[src/rtl/eg_link_pkg.sv]
// Shared definitions for the EG host link: command codes, FSM states and error flag positions.
package eg_link_pkg;

  typedef enum logic [7:0] {
    CMD_LOAD   = 8'h00,
    CMD_RUN    = 8'h01,
    CMD_DUMP   = 8'h02,
    CMD_CLRERR = 8'h03
  } cmd_e;

  typedef enum logic [2:0] {
    ST_IDLE,
    ST_LEN,
    ST_DATA,
    ST_DUMP_LEN,
    ST_DUMP_FETCH,
    ST_DUMP_DATA
  } state_e;

  localparam int ERR_OVERFLOW = 0;
  localparam int ERR_TIMEOUT  = 1;
  localparam int ERR_BAD_CMD  = 2;
  localparam int ERR_BUSY_CMD = 3;

  // Number of bytes the host uses to carry a LEN_W-bit length field.
  function automatic int len_bytes(input int width);
    return (width + 7) / 8;
  endfunction

endpackage

[src/rtl/eg_host_link_if.sv]
// Byte-level UART side of the host link: receive strobe/data and transmit start/busy handshake.
interface eg_host_link_if;
  logic [7:0] rx_data;
  logic       rx_valid;
  logic [7:0] tx_data;
  logic       tx_start;
  logic       tx_busy;

  modport master (output rx_data, output rx_valid, output tx_busy,
                  input  tx_data, input  tx_start);
  modport slave  (input  rx_data, input  rx_valid, input  tx_busy,
                  output tx_data, output tx_start);
endinterface

[src/rtl/eg_link_mem.sv]
// DEPTH x 8 frame buffer: one write port, two independent registered read ports (core and dump).
module eg_link_mem #(
  parameter int DEPTH  = 256,
  parameter int ADDR_W = 8
) (
  input  logic              clk,
  input  logic              we,
  input  logic [ADDR_W-1:0] waddr,
  input  logic [7:0]        wdata,
  input  logic [ADDR_W-1:0] a_addr,
  output logic [7:0]        a_data,
  input  logic [ADDR_W-1:0] b_addr,
  output logic [7:0]        b_data
);

  logic [7:0] mem [DEPTH];

  // NOTE: the array and its read registers carry no reset so the buffer maps onto block RAM.
  always_ff @(posedge clk) begin
    if (we) mem[waddr] <= wdata;
    a_data <= mem[a_addr];
    b_data <= mem[b_addr];
  end

endmodule

[src/rtl/eg_host_link.sv]
// Host command parser and dump transmitter sitting between the UART and the compressor core.
module eg_host_link
  import eg_link_pkg::*;
#(
  parameter int DEPTH       = 256,
  parameter int ADDR_W      = 8,
  parameter int LEN_W       = 16,
  parameter int TIMEOUT_CYC = 1000000
) (
  input  logic              clk,
  input  logic              rst,
  eg_host_link_if.slave     link,
  output logic              run_start,
  input  logic              run_busy,
  input  logic [ADDR_W-1:0] core_rd_addr,
  output logic [7:0]        core_rd_data,
  output logic [LEN_W-1:0]  buf_len,
  output logic              busy,
  output logic [3:0]        err
);

  localparam int LEN_BYTES = len_bytes(LEN_W);
  localparam int LB_W      = 8 * LEN_BYTES;
  localparam int K_W       = (LEN_BYTES > 1) ? $clog2(LEN_BYTES) : 1;
  localparam int TMO_W     = $clog2(TIMEOUT_CYC + 1);
  localparam logic [K_W-1:0]   K_LAST   = K_W'(LEN_BYTES - 1);
  localparam logic [TMO_W-1:0] TMO_LAST = TMO_W'(TIMEOUT_CYC - 1);
  localparam logic [31:0]      DEPTH_U  = DEPTH;

  state_e             state, state_n;
  logic [K_W-1:0]     k, k_n;
  logic [LB_W-1:0]    len_acc, len_acc_n;
  logic [LEN_W-1:0]   frame_len, frame_len_n;
  logic [LEN_W-1:0]   store_len, store_len_n;
  logic [LEN_W-1:0]   rcv_cnt, rcv_cnt_n;
  logic [LEN_W-1:0]   rd_ptr, rd_ptr_n;
  logic [TMO_W-1:0]   tmo_cnt, tmo_n;
  logic [LEN_W-1:0]   buf_len_n;
  logic [3:0]         err_n, err_set;
  logic               err_clr;
  logic               tx_start_q, tx_start_n;
  logic [7:0]         tx_data_q, tx_data_n;
  logic               run_start_n;

  logic [LB_W-1:0]    len_asm, len_sh;
  logic [LEN_W-1:0]   len_val;
  logic               len_over, can_send;
  logic               mem_we;
  logic [7:0]         dump_q;

  eg_link_mem #(.DEPTH(DEPTH), .ADDR_W(ADDR_W)) u_mem (
    .clk    (clk),
    .we     (mem_we),
    .waddr  (rcv_cnt[ADDR_W-1:0]),
    .wdata  (link.rx_data),
    .a_addr (core_rd_addr),
    .a_data (core_rd_data),
    .b_addr (rd_ptr[ADDR_W-1:0]),
    .b_data (dump_q)
  );

  // NOTE: every variable gets a default before the case so no path leaves it unassigned (no latches).
  always_comb begin
    state_n     = state;
    k_n         = k;
    len_acc_n   = len_acc;
    frame_len_n = frame_len;
    store_len_n = store_len;
    rcv_cnt_n   = rcv_cnt;
    rd_ptr_n    = rd_ptr;
    tmo_n       = '0;
    buf_len_n   = buf_len;
    err_set     = '0;
    err_clr     = 1'b0;
    tx_start_n  = 1'b0;
    tx_data_n   = tx_data_q;
    run_start_n = 1'b0;
    mem_we      = 1'b0;

    len_asm  = len_acc | (LB_W'(link.rx_data) << (8 * k));
    len_val  = len_asm[LEN_W-1:0];
    len_over = 32'(len_val) > DEPTH_U;
    len_sh   = LB_W'(buf_len) >> (8 * k);
    // uart_tx only raises busy the cycle after a start, so never start twice in a row.
    can_send = !link.tx_busy && !tx_start_q;

    case (state)
      ST_IDLE: begin
        if (link.rx_valid) begin
          case (link.rx_data)
            CMD_LOAD: begin
              state_n   = ST_LEN;
              buf_len_n = '0;
              k_n       = '0;
              len_acc_n = '0;
            end
            CMD_RUN: begin
              if (run_busy) err_set[ERR_BUSY_CMD] = 1'b1;
              else          run_start_n = 1'b1;
            end
            CMD_DUMP: begin
              state_n  = ST_DUMP_LEN;
              k_n      = '0;
              rd_ptr_n = '0;
            end
            CMD_CLRERR: err_clr = 1'b1;
            default:    err_set[ERR_BAD_CMD] = 1'b1;
          endcase
        end
      end

      ST_LEN, ST_DATA: begin
        if (link.rx_valid) begin
          if (state == ST_LEN) begin
            len_acc_n = len_asm;
            k_n       = k + 1'b1;
            if (k == K_LAST) begin
              if (len_val == '0) begin
                state_n = ST_IDLE;
              end else begin
                state_n     = ST_DATA;
                rcv_cnt_n   = '0;
                frame_len_n = len_val;
                store_len_n = len_over ? LEN_W'(DEPTH_U) : len_val;
                err_set[ERR_OVERFLOW] = len_over;
              end
            end
          end else begin
            // Bytes beyond the buffer are consumed but never written; the pointer does not wrap.
            mem_we    = 32'(rcv_cnt) < DEPTH_U;
            rcv_cnt_n = rcv_cnt + 1'b1;
            if ((rcv_cnt + LEN_W'(1)) == frame_len) begin
              state_n   = ST_IDLE;
              buf_len_n = store_len;
            end
          end
        end else if (tmo_cnt == TMO_LAST) begin
          state_n   = ST_IDLE;
          buf_len_n = '0;
          err_set[ERR_TIMEOUT] = 1'b1;
        end else begin
          tmo_n = tmo_cnt + 1'b1;
        end
      end

      ST_DUMP_LEN: begin
        if (can_send) begin
          tx_start_n = 1'b1;
          tx_data_n  = len_sh[7:0];
          k_n        = k + 1'b1;
          if (k == K_LAST) state_n = (buf_len == '0) ? ST_IDLE : ST_DUMP_FETCH;
        end
      end

      // One cycle for the registered dump read port to present mem[rd_ptr].
      ST_DUMP_FETCH: state_n = ST_DUMP_DATA;

      ST_DUMP_DATA: begin
        if (can_send) begin
          tx_start_n = 1'b1;
          tx_data_n  = dump_q;
          rd_ptr_n   = rd_ptr + 1'b1;
          state_n    = ((rd_ptr + LEN_W'(1)) == buf_len) ? ST_IDLE : ST_DUMP_FETCH;
        end
      end

      default: state_n = ST_IDLE;
    endcase

    err_n = err_clr ? 4'b0 : (err | err_set);
  end

  always_ff @(posedge clk) begin
    if (rst) begin
      state      <= ST_IDLE;
      k          <= '0;
      len_acc    <= '0;
      frame_len  <= '0;
      store_len  <= '0;
      rcv_cnt    <= '0;
      rd_ptr     <= '0;
      tmo_cnt    <= '0;
      buf_len    <= '0;
      err        <= '0;
      tx_start_q <= 1'b0;
      tx_data_q  <= '0;
      run_start  <= 1'b0;
    end else begin
      state      <= state_n;
      k          <= k_n;
      len_acc    <= len_acc_n;
      frame_len  <= frame_len_n;
      store_len  <= store_len_n;
      rcv_cnt    <= rcv_cnt_n;
      rd_ptr     <= rd_ptr_n;
      tmo_cnt    <= tmo_n;
      buf_len    <= buf_len_n;
      err        <= err_n;
      tx_start_q <= tx_start_n;
      tx_data_q  <= tx_data_n;
      run_start  <= run_start_n;
    end
  end

  assign busy          = (state != ST_IDLE);
  assign link.tx_start = tx_start_q;
  assign link.tx_data  = tx_data_q;

endmodule

[src/flat_wrapper.sv]
// flat-port wrapper written by rule: the top's interface ports become plain ports
module eg_host_link_flat import eg_link_pkg::*;
#(
  parameter int DEPTH       = 256,
  parameter int ADDR_W      = 8,
  parameter int LEN_W       = 16,
  parameter int TIMEOUT_CYC = 1000000
)
  (clk, rst, run_start, run_busy, core_rd_addr, core_rd_data, buf_len, busy, err, link_rx_data, link_rx_valid, link_tx_busy, link_tx_data, link_tx_start);
  eg_host_link_if link_i ();
  input  logic clk;
  input  logic rst;
  output logic run_start;
  input  logic run_busy;
  input  logic [ADDR_W-1:0] core_rd_addr;
  output logic [7:0] core_rd_data;
  output logic [LEN_W-1:0] buf_len;
  output logic busy;
  output logic [3:0] err;
  input wire logic [$bits(link_i.rx_data)-1:0] link_rx_data;
  input wire logic [$bits(link_i.rx_valid)-1:0] link_rx_valid;
  input wire logic [$bits(link_i.tx_busy)-1:0] link_tx_busy;
  output wire logic [$bits(link_i.tx_data)-1:0] link_tx_data;
  output wire logic [$bits(link_i.tx_start)-1:0] link_tx_start;
  assign link_i.rx_data = link_rx_data;
  assign link_i.rx_valid = link_rx_valid;
  assign link_i.tx_busy = link_tx_busy;
  assign link_tx_data = link_i.tx_data;
  assign link_tx_start = link_i.tx_start;
  eg_host_link #(.DEPTH(DEPTH), .ADDR_W(ADDR_W), .LEN_W(LEN_W), .TIMEOUT_CYC(TIMEOUT_CYC)) u_core (.clk(clk), .rst(rst), .link(link_i), .run_start(run_start), .run_busy(run_busy), .core_rd_addr(core_rd_addr), .core_rd_data(core_rd_data), .buf_len(buf_len), .busy(busy), .err(err));
endmodule
[config.mk]
export PLATFORM = sky130hd
export DESIGN_NAME = eg_host_link_flat
export DESIGN_NICKNAME = d
export VERILOG_FILES = /design/src/rtl/eg_link_pkg.sv /design/src/rtl/eg_host_link_if.sv /design/src/rtl/eg_link_mem.sv /design/src/rtl/eg_host_link.sv /design/src/flat_wrapper.sv
export SDC_FILE = /design/constraint.sdc
export NUM_CORES = 2
export LEC_CHECK = 0
export CORE_MARGIN = 2
export CORE_UTILIZATION = 41
export CTS_CLUSTER_SIZE = 40
export DETAILED_ROUTE_END_ITERATION = 8
export SKIP_CTS_REPAIR_TIMING = 1
export SKIP_LAST_GASP = 1
export SYNTH_ARGS = -nofsm -noshare
export SYNTH_HDL_FRONTEND = slang
export SYNTH_HIERARCHICAL = 1
export SYNTH_SLANG_ARGS = --single-unit
[constraint.sdc]
create_clock -name clk -period 7.15 [get_ports clk]
set_input_delay 1.43 -clock clk [delete_from_list [all_inputs] [get_ports clk]]
set_output_delay 1.43 -clock clk [all_outputs]
set_load 0.02 [all_outputs]
### Word level (Yosys, flattened, before mapping)

Memories as Yosys holds them, arrays and structs flattened. A register that Yosys moved wholly into a read port is not among the register bits.
Index checks and enable logic that the tools add are counted.

| cells by class | value |
|---|---|
| eq/ne operators | 28 |
| mux-type cells | 63 |
| $add $sub $neg | 4 |
| divide/modulo/power cells | 0 |
| multipliers | 0 |
| shift operators | 2 |
| bitwise gates (word level) | 8 |
| reductions and logical operators | 28 |
| order comparisons | 2 |

Operator list:

| cell | number |
|---|---|
| $mux 16 | 15 |
| $pmux 16 s2 | 3 |
| $mux 3 | 11 |
| $add 16x1->16 const B | 2 |
| $eq 16x16->1 | 2 |
| $logic_not 16->1 | 2 |
| $mux 1 | 24 |
| $add 20x1->20 const B | 1 |
| $eq 20x20->1 const B | 1 |
| $eq 8x2->1 const B | 2 |
| $gt 16x9->1 const B | 1 |
| $lt 16x9->1 const B | 1 |
| $mux 8 | 2 |
| $or 16x16->16 | 1 |
| $pmux 8 s2 | 1 |
| $shl 8x4->16 | 1 |
| $shr 16x4->8 | 1 |
| $pmux 3 s5 | 1 |
| $ne 2x2->1 const B | 6 |
| $reduce_and 6->1 | 2 |
| $reduce_or 4->1 | 3 |
| $ne 2x1->1 const B | 5 |
| $reduce_and 5->1 | 2 |
| $reduce_or 2->1 | 5 |
| 23 further kinds | 40 |

| word-level totals | value |
|---|---|
| bits in registers | 134 |
| output and inout bits | 39 |
| memories kept | 1 |
| word-level logic and storage cells | 149 |
| bits in latches | 0 |
| memory bits (writable) | 2048 |
| input bits | 21 |
| ROM bits | 0 |

Memory list:

| name | words | bits a word | rd ports | clocked after Yosys merged registers in | wr ports | RTL line | source |
|---|---|---|---|---|---|---|---|
| u_core.u_mem.mem | 256 | 8 | 2 | 2 | 1 | eg_link_mem.sv:16 | `logic [7:0] mem [DEPTH];` |

### Longest topological paths before layout

| depth | value |
|---|---|
| depth after elaboration | 9 |
| mapped depth | 12 |
| mapped depth without buffers | 8 |

### Cells and area by module

Netlist, hierarchy kept.

Modules (own cells, without submodules):

| module | cells each | times used | area each (sq um) | seq. area each (sq um) |
|---|---|---|---|---|
| eg_link_mem | 4847 | 1 | 96973.0 | 61819.3 |
| eg_host_link | 790 | 1 | 6605.1 | 2682.6 |

### Least setup slack after synthesis

Ideal clock, no wire load.

| timing | value |
|---|---|
| path kind | input -> register |
| from | in link_rx_valid |
| to | mem u_core.u_mem.mem[234][0], enable pin |
| cell stages on the path | 9 |
| arrival time | 3.691 ns |
| required time | 6.780 ns |
| buffers on the path | 4 |
| setup time | 0.370 ns |
| setup slack | 3.089 ns |
| cells stage by stage | nand2b_1 -> nor2_1 -> clkbuf_1 -> and3_1 -> clkbuf_1 -> clkbuf_1 -> nand3_1 -> clkbuf_1 -> nor2_1 |

| between the ends | value |
|---|---|
| word-level cells in the longest chain between the ends | 4 |

Ends and longest elaborated chain:

| item | RTL line | source |
|---|---|---|
| from (decl) | flat_wrapper.sv:21 | `input wire logic [$bits(link_i.rx_valid)-1:0] link_rx_valid;` |
| $mux 1 | eg_host_link.sv:113 | `if (link.rx_valid) begin` |
| $mux 1 | eg_host_link.sv:87 | `case (state)` |
| via u_core.mem_we | eg_host_link.sv:48 | `logic mem_we;` |
| $mux 1 | eg_link_mem.sv:20 | `if (we) mem[waddr] <= wdata;` |
| $mux 1 (implied by the code) | eg_link_mem.sv:20 |  |
| to (decl) | eg_link_mem.sv:16 |  |

The timed path passes the listed nets, and every way through them passes these cells.

### Worst setup path after layout

| timing | value |
|---|---|
| from | in link_rx_valid |
| to | mem u_core.u_mem.mem[198][7], enable pin |

Same word-level chain as after synthesis.

==> flow_metrics.env <==
export IMPL_outcome="finished with violations"
export IMPL_violations="design-rule violations, max-capacitance violations, max-slew violations"
export IMPL_path_delay_family="simple AND/OR/NAND/NOR gates"
export IMPL_grt_max_degree=176
export IMPL_regArea_sq_mm=0.0645
export IMPL_grt_pass1_vias=60000
export IMPL_dpl_hpwl_mm=223
export IMPL_period_needed_ns=5.09
export IMPL_coreArea_sq_mm=0.251
export IMPL_clock_skew_final_ns=0.0495
export IMPL_start_util=0.412
export IMPL_syn_area_sq_mm=0.104
export IMPL_placed_cells=8805
export IMPL_crit_arrival_ns=5.57
export IMPL_grt_usage=0.262
export IMPL_die_y_um=507
export IMPL_multi_input_area_sq_mm=0.0362
export IMPL_ir_drop_v=0.000265
export IMPL_clkSinkCount=2198
export IMPL_power_density_mw_per_mm2=242
export IMPL_htreeDepth=4
export IMPL_crit_slowest_cell="nand4_1"
export IMPL_via_per_inst=6.68
export IMPL_final_cells=9233
export IMPL_grt_pass1_wl_mm=475
export IMPL_worst_setup_path_type="input port to flip-flop"
export IMPL_gp_congestion=0.946
export IMPL_maxCapViolCount=2
export IMPL_die_area_sq_mm=0.257
export IMPL_detail_route_wl_per_cell_um=36.8
export IMPL_final_max_slew_violation_count=2
export IMPL_end_kind="flip-flop"
export IMPL_path_cells="clkdlybuf4s50_1, nand2b_1, nor2_1, and3_1, nand4_1, nor2_1"
export IMPL_wl_mm=340
export IMPL_worstMarginPinSlew_ns=1.54
export IMPL_firstDrtPassIters=9
export IMPL_worst_path_buf_inv=1
export IMPL_critical_path_peak_fanout=18
export IMPL_ys_seq_elements=2198
export IMPL_timing_fmax_mhz=196
export IMPL_antenna_found_initial=16
export IMPL_leakage_nw=34.8
export IMPL_ys_top_cells_by_area="edfxtp_1, mux4_2, dfxtp_1"
export IMPL_synth_edf_count=2048
export IMPL_ys_seq_area_frac=0.623
export IMPL_crit_path_start_kind="input port"
export IMPL_grt_overflow=0
export IMPL_std_cell_rows=184
export IMPL_setup_viol=0
export IMPL_finalHoldViolCount=0
export IMPL_postSynthCellCount=5637
export IMPL_clk_latency_ns=0.91
export IMPL_vias=61700
export IMPL_numCtsBuffers=224
export IMPL_ys_async_sr_fraction=0
export IMPL_drive_gt1_frac=0.289
export IMPL_antenna_left=0
export IMPL_cp_common_cell="nor2_1"
export IMPL_cts_tree="built"
export IMPL_maxSlewHeadroom=-0.0390
export IMPL_ys_types=83
export IMPL_post_synth_top_area_cell="edfxtp_1"
export IMPL_synth_common_cells="edfxtp_1, mux4_2, nor2_1"
export IMPL_fin_crit_sh=0.712
export IMPL_synth_ff_type="edfxtp_1"
export IMPL_rsz0062_at_grt="no"
export IMPL_io_buffers=59
export IMPL_synth_fp_nets=5661
export IMPL_drt_iter0_markers=9478
export IMPL_area_growth_pct=11.3
export IMPL_fillers=21200
export IMPL_cts_root_buffer="clkbuf_16"
export IMPL_clk_path_buf_depth=3
export IMPL_yosysWarnings=6
export IMPL_synth_most_common_cell="edfxtp_1"
export IMPL_min_path_type="flip-flop to flip-flop"
export IMPL_clkSlewWorstSetupHoldPaths_ns=0.06
export IMPL_critPathMaxStageDelay_ns=1.03
export IMPL_remaining_drc_errors=4
export IMPL_synth_top_area_share=0.594
export IMPL_post_synth_cell_area_avg_sq_um=18.4
export IMPL_die_x_um=507
export IMPL_required_ns=7.63
export IMPL_timing_setup_tns_ns=0
export IMPL_nets=5707
export IMPL_num_io_pins=60
==> path summary, 6_finish.rpt <==
kind / slack, ns / to / cells after the start / start
setup reg to reg: 2.06 / u_core/u_mem/b_data[5] / 6 / u_core/rd_ptr[0]
hold / removal: 0.46 / u_core/buf_len[15] / 1 / u_core/store_len[15]
hold reg to reg: 0.46 / u_core/buf_len[15] / 1 / u_core/store_len[15]
setup / recovery: 2.06 / u_core/u_mem/mem[198][7] / 6 / link_rx_valid
==> layout by cell type (no fill, tap or decap), types with 39 or more instances in the layout <==
master           netlist  layout
a211oi_1              50      50
a21oi_1              135     135
a22oi_1               88      88
buf_4                 48     187
bufinv_16              0      40
clkbuf_16              0     225
clkdlybuf4s50_1        0      44
clkinv_1               4      39
dfxtp_1              150     144
edfxtp_1            2048    2048
mux2i_1              251     251
mux4_2              1051    1051
nand2_1              168     167
nand3_1               76      73
nor2_1               417     415
nor3_1                41      41
o21ai_0               58      58
o221ai_1              66      66
o22ai_1               50      50
==> per-layer routing <==
layer  wire length (um)  global-route usage
met4              16900               0.114
met5                112             0.00148
met1             129000               0.355
met3              38400              0.0678
met2             156000               0.401
==> layout make-up <==
cell class / count / area share
antenna: 7 / 0.000152
multi-input combinational: 2978 / 0.314
timing repair buffer: 267 / 0.0212
clock inverter: 154 / 0.0173
tap: 3348 / 0.0364
inverter: 14 / 0.000489
sequential: 2198 / 0.560
clock buffer: 267 / 0.0508
==> flip-flops by register name, summed over array words and instances, names as in the netlist <==
name / cells
u_core/u_mem/mem: 2048
u_core/tmo_cnt: 20
u_core/buf_len: 16
u_core/frame_len: 16
u_core/len_acc: 16
u_core/rcv_cnt: 16
u_core/rd_ptr: 16
u_core/store_len: 16
u_core/link.tx_data: 8
u_core/u_mem/a_data: 8
u_core/u_mem/b_data: 8
u_core/err: 4
u_core/state: 3
u_core/k: 1
u_core/link.tx_start: 1
u_core/run_start: 1
==> report_power, final <==
group	leakage (nW)	total, W	internal (W)	switching (W)
combinational	11.4	0.00136	0.000454	0.000909
clock	3.78	0.0125	0.00730	0.00518
sequential	19.6	0.0141	0.0141	0.0000332
total	34.8	0.0279	0.0218	0.00612
==> stage by stage <==
stage	hold WS (ns)	util	total power [W]	setup WS (ns)	cell area, sq um
CTS	0.457	0.458	0.0281	2.21	115000
floorplan	0.430	-	0.0151	3.09	104000
global route	0.489	0.458	0.0286	1.92	115000
global placement	0.443	0.427	0.0157	1.30	107000
finish	0.458	0.458	0.0279	2.06	115000
detailed placement	0.444	0.427	0.0157	1.27	107000
==> kinds of logic after synthesis <==
kind of cell	synth area share
DFF	0.623
muxes	0.257
and+or+nand+nor	0.0414
AOI/OAI and AO/OA	0.0450
buffers and inverters	0.0284
xor gates and xnor gates	0.00516
adders and majority gates	0.000362
Power figures use the tool's default switching activity.
